$ cat src/rtl/serial_adder.sv
// Bit-serial WIDTH-bit adder: one full-adder slice, a carry flop and operand shift registers,
// LSB first. Operands are captured on start; the result is published with a one-cycle done pulse.
module serial_adder #(
    parameter int unsigned WIDTH = 4,
    parameter int unsigned CNT_W = 5
) (
    input  logic             clk,
    input  logic             rst_n,
    input  logic             start,
    input  logic [WIDTH-1:0] A,
    input  logic [WIDTH-1:0] B,
    input  logic             Cin,
    output logic             busy,
    output logic             done,
    output logic [WIDTH-1:0] S,
    output logic             Cout
);

    typedef enum logic [1:0] {StIdle, StShift, StDone} state_e;

    localparam logic [CNT_W-1:0] LastCnt = CNT_W'(WIDTH - 1);

    state_e           state_q, state_d;
    logic [WIDTH-1:0] ra_q, ra_d;
    logic [WIDTH-1:0] rb_q, rb_d;
    logic [WIDTH-2:0] acc_q, acc_d;
    logic [CNT_W-1:0] cnt_q, cnt_d;
    logic             c_q, c_d;
    logic             busy_q, busy_d;
    logic             done_q, done_d;
    logic [WIDTH-1:0] s_q, s_d;
    logic             cout_q, cout_d;

    logic             sum_bit;
    logic             carry;
    logic             accept;
    logic [WIDTH-1:0] acc_next;

    always_comb begin
        state_d  = state_q;
        ra_d     = ra_q;
        rb_d     = rb_q;
        acc_d    = acc_q;
        cnt_d    = cnt_q;
        c_d      = c_q;
        busy_d   = busy_q;
        done_d   = 1'b0;
        s_d      = s_q;
        cout_d   = cout_q;
        accept   = 1'b0;
        sum_bit  = ra_q[0] ^ rb_q[0] ^ c_q;
        carry    = (ra_q[0] & rb_q[0]) | (ra_q[0] & c_q) | (rb_q[0] & c_q);
        // Accumulator keeps only the upper WIDTH-1 sum bits; the full word exists for one step.
        acc_next = {sum_bit, acc_q};

        unique case (state_q)
            StIdle: begin
                accept = start;
            end
            StShift: begin
                ra_d  = {1'b0, ra_q[WIDTH-1:1]};
                rb_d  = {1'b0, rb_q[WIDTH-1:1]};
                acc_d = acc_next[WIDTH-1:1];
                c_d   = carry;
                cnt_d = cnt_q + CNT_W'(1);
                if (cnt_q == LastCnt) begin
                    s_d     = acc_next;
                    cout_d  = carry;
                    done_d  = 1'b1;
                    busy_d  = 1'b0;
                    state_d = StDone;
                end
            end
            StDone: begin
                accept = start;
                if (!start) begin
                    state_d = StIdle;
                end
            end
            default: begin
                state_d = StIdle;
            end
        endcase

        if (accept) begin
            ra_d    = A;
            rb_d    = B;
            c_d     = Cin;
            cnt_d   = '0;
            acc_d   = '0;
            busy_d  = 1'b1;
            state_d = StShift;
        end
    end

    always_ff @(posedge clk or negedge rst_n) begin
        if (!rst_n) begin
            state_q <= StIdle;
            ra_q    <= '0;
            rb_q    <= '0;
            acc_q   <= '0;
            cnt_q   <= '0;
            c_q     <= 1'b0;
            busy_q  <= 1'b0;
            done_q  <= 1'b0;
            s_q     <= '0;
            cout_q  <= 1'b0;
        end else begin
            state_q <= state_d;
            ra_q    <= ra_d;
            rb_q    <= rb_d;
            acc_q   <= acc_d;
            cnt_q   <= cnt_d;
            c_q     <= c_d;
            busy_q  <= busy_d;
            done_q  <= done_d;
            s_q     <= s_d;
            cout_q  <= cout_d;
        end
    end

    assign busy = busy_q;
    assign done = done_q;
    assign S    = s_q;
    assign Cout = cout_q;

endmodule

$ cat config.mk
export PLATFORM = sky130hd
export DESIGN_NAME = serial_adder
export DESIGN_NICKNAME = d
export VERILOG_FILES = /design/src/rtl/serial_adder.sv
export SDC_FILE = /design/constraint.sdc
export NUM_CORES = 1
export LEC_CHECK = 0
export BUFFER_PORTS_ARGS = -buffer_cell sky130_fd_sc_hd__buf_2
export CAP_MARGIN = 10
export CORE_UTILIZATION = 55
export CTS_CLUSTER_DIAMETER = 80
export CTS_CLUSTER_SIZE = 28
export DETAILED_ROUTE_END_ITERATION = 10
export GPL_TIMING_DRIVEN = 0
export PLACE_DENSITY_LB_ADDON = 0.3
export SLEW_MARGIN = 20
export SYNTH_ARGS = -nofsm -noshare
export SYNTH_HDL_FRONTEND = slang
export SYNTH_SLANG_ARGS = --single-unit
$ cat constraint.sdc
create_clock -name clk -period 3.9 [get_ports clk]
set_input_delay 0.585 -clock clk [delete_from_list [all_inputs] [get_ports clk]]
set_output_delay 0.585 -clock clk [all_outputs]
set_load 0.05 [all_outputs]
==> results.py, run 1 <==
metrics = {
    "timing": {
        "maxSlewViolCount": 0,
        "hold_viol": 0,
        "rsz0062_at_grt": "false",
        "setup_slack_ps": 2320,
        "finalClockSkew_ps": 1.12,
        "setup_viol": 0,
        "maxSlewHeadroom_pct": 61.8,
        "period_minus_slack_ps": 1580,
        "tightest_slew_ps": 571,
        "period_share_pct": 40.6,
        "timing.setup.tns_ps": 0,
        "fmaxAchievable_ghz": 0.631,
    },
    "global_routing": {
        "grt-ovfl-total": 0,
        "grt_usage_pct": 21.8,
        "grt_pass1_wl_mm": 3.21,
        "grt_pass1_vias": 718,
        "grt_antenna_before_repair": 0,
        "grt_max_degree": 27,
    },
    "critical_path": {
        "rr_startpoint": "cnt_q[0]",
        "max_stage_delay_ps": 420,
        "slowest_stage": "dfrtp_1",
        "r2r_end": "S[0]",
        "crit_path_start_kind": "flip-flop",
        "r2r_cells": 5,
        "cp_max_fo": 7,
        "crit_end": "S[0]",
        "crit_path_end_kind": "flip-flop",
        "ff2ff_setup_slack_ps": 2320,
        "crit_type": "flip-flop to flip-flop",
        "cp_cell_sequence": "ha_1 > nor4b_4 > nand2_4 > inv_2 > mux2_1",
        "crit_required_ps": 4130,
        "critical_path.startpoint": "cnt_q[0]",
        "arrival_ps": 1810,
    },
    "clocking": {
        "root_buffer": "clkbuf_4",
        "cts_resized": 0,
        "post_cts_buffers": 0,
        "worstSkewPairLatency_ps": 320,
        "htreeDepth": 1,
        "numCtsBuffers": 3,
        "cts_tree": "built",
        "clock-sinks": 26,
        "postCtsHoldBufs": 0,
        "cts_buffer_depth": 2,
        "cts.clk_slew.worst_paths_ps": 130,
    },
    "place": {
        "place_area_um2": 1240,
        "dpl_worst_slack_ps": 2330,
        "gp_congestion": 0.810,
        "numPortBuffers": 18,
        "hpwlAfterDp_mm": 1.42,
    },
    "logic_synthesis": {
        "syn-cell-area_um2": 1110,
        "syn_nets": 106,
        "async_reset_ff_share_pct": 100,
        "synth-edff-count": 0,
        "synthCells": 92,
        "syn_avg_cell_area_um2": 12.1,
        "synth_ff_type": "dfrtp_1",
        "ys_seq_elements": 26,
        "yosys_warnings": 0,
        "synth.yosys.seq_area_share_pct": 58.4,
        "yosysUniqueCellTypes": 28,
    },
    "drt": {
        "post_drt_wl_per_cell_um": 14.3,
        "ant_nets": 0,
        "drt_iter0_drc": 4,
        "viasPerCell": 5.49,
        "drc_errors": 0,
        "firstDrtPassIters": 4,
        "vias": 763,
        "drt_wl_total_mm": 1.99,
    },
    "cells_and_area": {
        "final_common_cell": "dfrtp_1",
        "stdcell_area_um2": 1270,
        "diodes": 0,
        "num-nets-final": 129,
        "final_cell_mix": "26 x dfrtp_1, 21 x buf_2, 10 x nand2_1",
        "syn2layout_area_growth_pct": 14.1,
        "final_util_pct": 69.9,
        "drive_gt1_share_pct": 28.9,
    },
    "floorplan": {
        "ios": 19,
        "start_util_pct": 61.2,
        "die-height_um": 47.0,
        "fp-row-count": 15,
        "coreArea_um2": 1820,
        "fp.dieW_um": 47.0,
        "die_area_um2": 2210,
    },
    "pwr": {
        "seq_power_share_pct": 41.2,
        "switching_share_pct": 42.4,
        "p_total_mw": 1.13,
        "peakVddDrop_uv": 462,
        "p_leak_nw": 0.662,
        "clock_power_share_pct": 12.1,
        "p_switching_uw": 479,
        "power.internal_uw": 650,
        "power_frac_comb_pct": 46.7,
        "p_per_area_nw_per_um2": 888,
    },
    "worst_hold_path": {
        "hp-class": "input port to async pin",
    },
    "flow_run": {
        "maxCapViolCount": 0,
    },
    "status": {
        "status": "finished clean",
    },
}
power groups by stage:
stage	Clock, mW	Sequential [mW]	Combinational (mW)
floorplan	0	0.564	0.309
global placement	0	0.464	0.510
global route	0.146	0.482	0.586
detailed placement	0	0.470	0.537
CTS	0.139	0.466	0.534
finish	0.137	0.466	0.528
sequential cells by signal (all words and copies together), names as in the netlist:
register	flops
done	1
rb_q	4
ra_q	4
Cout	1
state_q	2
c_q	1
cnt_q	5
busy	1
S	4
acc_q	3
worst max-delay path: cells and delay by family (launching register included):
family	cells	cell delay (ps)
buffers and inverters	1	80
muxes	1	310
and+or+nand+nor	2	430
DFF	1	420
adders and majority gates	1	240
synthesized netlist by cell type, types with 3 or more instances:
| cell type | instances | area [um2] |
|---|---|---|
| a221o_1 | 3 | 30.0 |
| buf_2 | 3 | 15.0 |
| a31oi_1 | 3 | 18.8 |
| nor2_1 | 5 | 18.8 |
| nand2_1 | 10 | 37.5 |
| dfrtp_1 | 26 | 651 |
| inv_1 | 6 | 22.5 |
| mux2i_1 | 5 | 50.1 |
| a22o_1 | 5 | 43.8 |
logic make-up after synthesis:
| logic type | synth area share, % |
|---|---|
| AO/OA/AOI/OAI | 11.4 |
| adder cells (fa/ha/maj) | 2.92 |
| buffers and inverters | 4.71 |
| multiplexers | 9.20 |
| flip-flops | 58.4 |
| AND/OR/NAND/NOR | 13.4 |
layout make-up:
type | instances | area, um2
tap | 25 | 31.3
sequential | 26 | 651
buffer | 5 | 26.3
multi-input combinational | 54 | 412
inverter | 7 | 26.3
clock buffer | 4 | 36.3
fill | 140 | 548
timing repair buffer | 18 | 90.1
routing by layer:
layer,vias to the layer above,routed length [um],track usage (%)
li1,368,-,-
met1,369,866,25.9
met2,24,1010,36.1
met3,2,97,7.69
met4,0,15,9.14
met5,-,0,0
stage by stage:
stage / hold slack (ps) / instances
6_report: 229 / 139
5_1_grt: 263 / 139
4_1_cts: 239 / 139
3_5_place_dp: 477 / 135
3_3_place_gp: 464 / 135
2_1_floorplan: 289 / 92
worst min path at each step:
stage	cells past startpoint	slack, ps	start	to
after floorplan	0	290	rst_n	Cout
after global placement	1	460	busy	busy
after detailed placement	1	480	S[0]	S[0]
after CTS	1	240	rst_n	state_q[0]
after global routing	1	260	rst_n	rb_q[0]
final	1	230	rst_n	done
(Power assumes the default switching activity.)
==> inputs of run 2 (changes only) <==
- CORE_UTILIZATION: 55 -> 48
- clock period: 3.9 -> 1.38 ns (I/O delays scaled with it)
==> results.py, run 2 (synthesis results as in run 1) <==
metrics = {
    "critical_path": {
        "critical_path.startpoint": "cnt_q[0]",
        "crit_path_start_kind": "flip-flop",
        "ff2ff_setup_slack_ps": -50,
        "r2r_end": "S[0]",
        "crit_type": "flip-flop to flip-flop",
        "crit_path_end_kind": "flip-flop",
        "slowest_stage": "dfrtp_1",
        "r2r_cells": 5,
        "cp_max_fo": 5,
        "crit_required_ps": 1610,
        "crit_buf_inv": 1,
        "path_delay_family": "flip-flops",
        "path_depth": 5,
        "cp_cell_sequence": "ha_4 > nor4b_4 > nand2_4 > inv_2 > mux2_4",
        "max_stage_delay_ps": 430,
        "rr_startpoint": "cnt_q[0]",
        "arrival_ps": 1660,
        "crit_end": "S[0]",
    },
    "global_routing": {
        "grt_usage_pct": 18.5,
        "grt_max_degree": 27,
        "grt_pass1_wl_mm": 3.42,
        "grt_pass1_vias": 784,
        "grt-ovfl-total": 0,
        "grt_antenna_before_repair": 0,
    },
    "pwr": {
        "switching_share_pct": 41.2,
        "power.internal_mw": 1.98,
        "p_leak_nw": 0.703,
        "seq_power_share_pct": 39.2,
        "peakVddDrop_uv": 1230,
        "p_per_area_nw_per_um2": 2470,
        "clock_power_share_pct": 11.6,
        "power_frac_comb_pct": 49.1,
        "p_switching_mw": 1.39,
        "p_total_mw": 3.36,
    },
    "place": {
        "place_inst": 138,
        "hpwlAfterDp_mm": 1.34,
        "numPortBuffers": 18,
        "dpl_worst_slack_ps": -165,
        "gp_congestion": 0.800,
        "place_area_um2": 1250,
    },
    "cells_and_area": {
        "nFillCells": 189,
        "diodes": 0,
        "final_util_pct": 62.1,
        "regMostFlops": "cnt_q",
        "final_cell_mix": "26 x dfrtp_1, 21 x buf_2, 10 x nand2_1",
        "final_cells": 150,
        "largest_register_ffs": 5,
        "num-nets-final": 137,
        "final_common_cell": "dfrtp_1",
        "syn2layout_area_growth_pct": 22.1,
        "drive_gt1_share_pct": 35.2,
        "stdcell_area_um2": 1360,
    },
    "clocking": {
        "cts_buffer_depth": 2,
        "cts_tree": "built",
        "worstSkewPairLatency_ps": 320,
        "numCtsBuffers": 3,
        "root_buffer": "clkbuf_4",
        "clock-sinks": 26,
        "cts.clk_slew.worst_paths_ps": 140,
        "htreeDepth": 1,
    },
    "drt": {
        "viasPerCell": 5.26,
        "drt_wl_total_mm": 2.00,
        "drt_iter0_drc": 20,
        "firstDrtPassIters": 4,
        "vias": 789,
        "drc_errors": 0,
        "ant_nets": 0,
        "post_drt_wl_per_cell_um": 13.3,
    },
    "worst_hold_path": {
        "hp-start": "Cin",
        "hp-class": "input port to flip-flop",
    },
    "floorplan": {
        "coreArea_um2": 2190,
        "die_area_um2": 2520,
        "fp-row-count": 17,
        "fp.dieW_um": 50.2,
        "ios": 19,
        "start_util_pct": 50.9,
        "die-height_um": 50.2,
    },
    "timing": {
        "timing.setup.tns_ps": -83.3,
        "hold_ws_ps": 97.8,
        "hold_viol": 0,
        "fmaxAchievable_ghz": 0.697,
        "tightest_slew_ps": 566,
        "finalClockSkew_ps": 4.54,
        "setup_slack_ps": -54.9,
        "rsz0062_at_grt": "true",
        "period_minus_slack_ps": 1430,
        "period_share_pct": 104,
        "maxSlewHeadroom_pct": 62.2,
        "setup_viol": 2,
        "maxSlewViolCount": 0,
    },
    "flow_run": {
        "maxCapViolCount": 0,
    },
    "status": {
        "status": "finished, violations left",
        "violations": "negative setup slack",
    },
}
[run 2: cell count changes in the layout (fill, tap and decap cells not counted), sizes merged]
cell	change
dlygate4sd3	+1
buf	+7
[run 2: worst reg2reg max path: stages (launching register included)]
cell     delay, ps
dfrtp_1        430
ha_4           150
nor4b_4        260
nand2_4        120
inv_2           80
mux2_4         290
[run 2: worst min path at each step]
stage	endpoint	depth (start not counted)	slack, ps
2_1_floorplan	Cout	0	-90
3_3_place_gp	S[0]	1	230
3_5_place_dp	done	1	230
4_1_cts	rb_q[3]	2	100
5_1_grt	c_q	2	80
6_report	c_q	2	100
[run 2: timing repair]
action                                  in CTS  in global routing
hold buffers                                 1                  0
setup buffers                                7                  0
endpoints found under the setup margin      10                 15
gates resized for setup                      1                  2
pin swaps                                    3                  0
endpoints found under the hold margin       26                  0
[run 2: final cells by class]
| type | count | area [um2] | area share (%) |
|---|---|---|---|
| Buffer | 5 | 30.0 | 2.21 |
| Clock buffer | 4 | 36.3 | 2.67 |
| Inverter | 7 | 26.3 | 1.93 |
| Multi-Input combinational cell | 54 | 430 | 31.6 |
| Sequential cell | 26 | 651 | 47.8 |
| Tap cell | 28 | 35.0 | 2.57 |
| Timing Repair Buffer | 26 | 153 | 11.2 |
[run 2: metal layers]
| metal | routed length, um | track usage (%) | up-vias |
|---|---|---|---|
| li1 | - | - | 378 |
| met5 | 0 | 0 | - |
| met1 | 935 | 24.6 | 391 |
| met3 | 52 | 2.73 | 4 |
| met2 | 977 | 29.6 | 16 |
| met4 | 32 | 8.57 | 0 |
[run 2: power groups by stage]
stage / Clock (mW) / Sequential [mW] / Combinational (mW)
global route: 0.423 / 1.36 / 1.82
CTS: 0.390 / 1.31 / 1.64
floorplan: 0 / 1.60 / 0.894
global placement: 0 / 1.31 / 1.47
detailed placement: 0 / 1.33 / 1.51
finish: 0.391 / 1.32 / 1.65
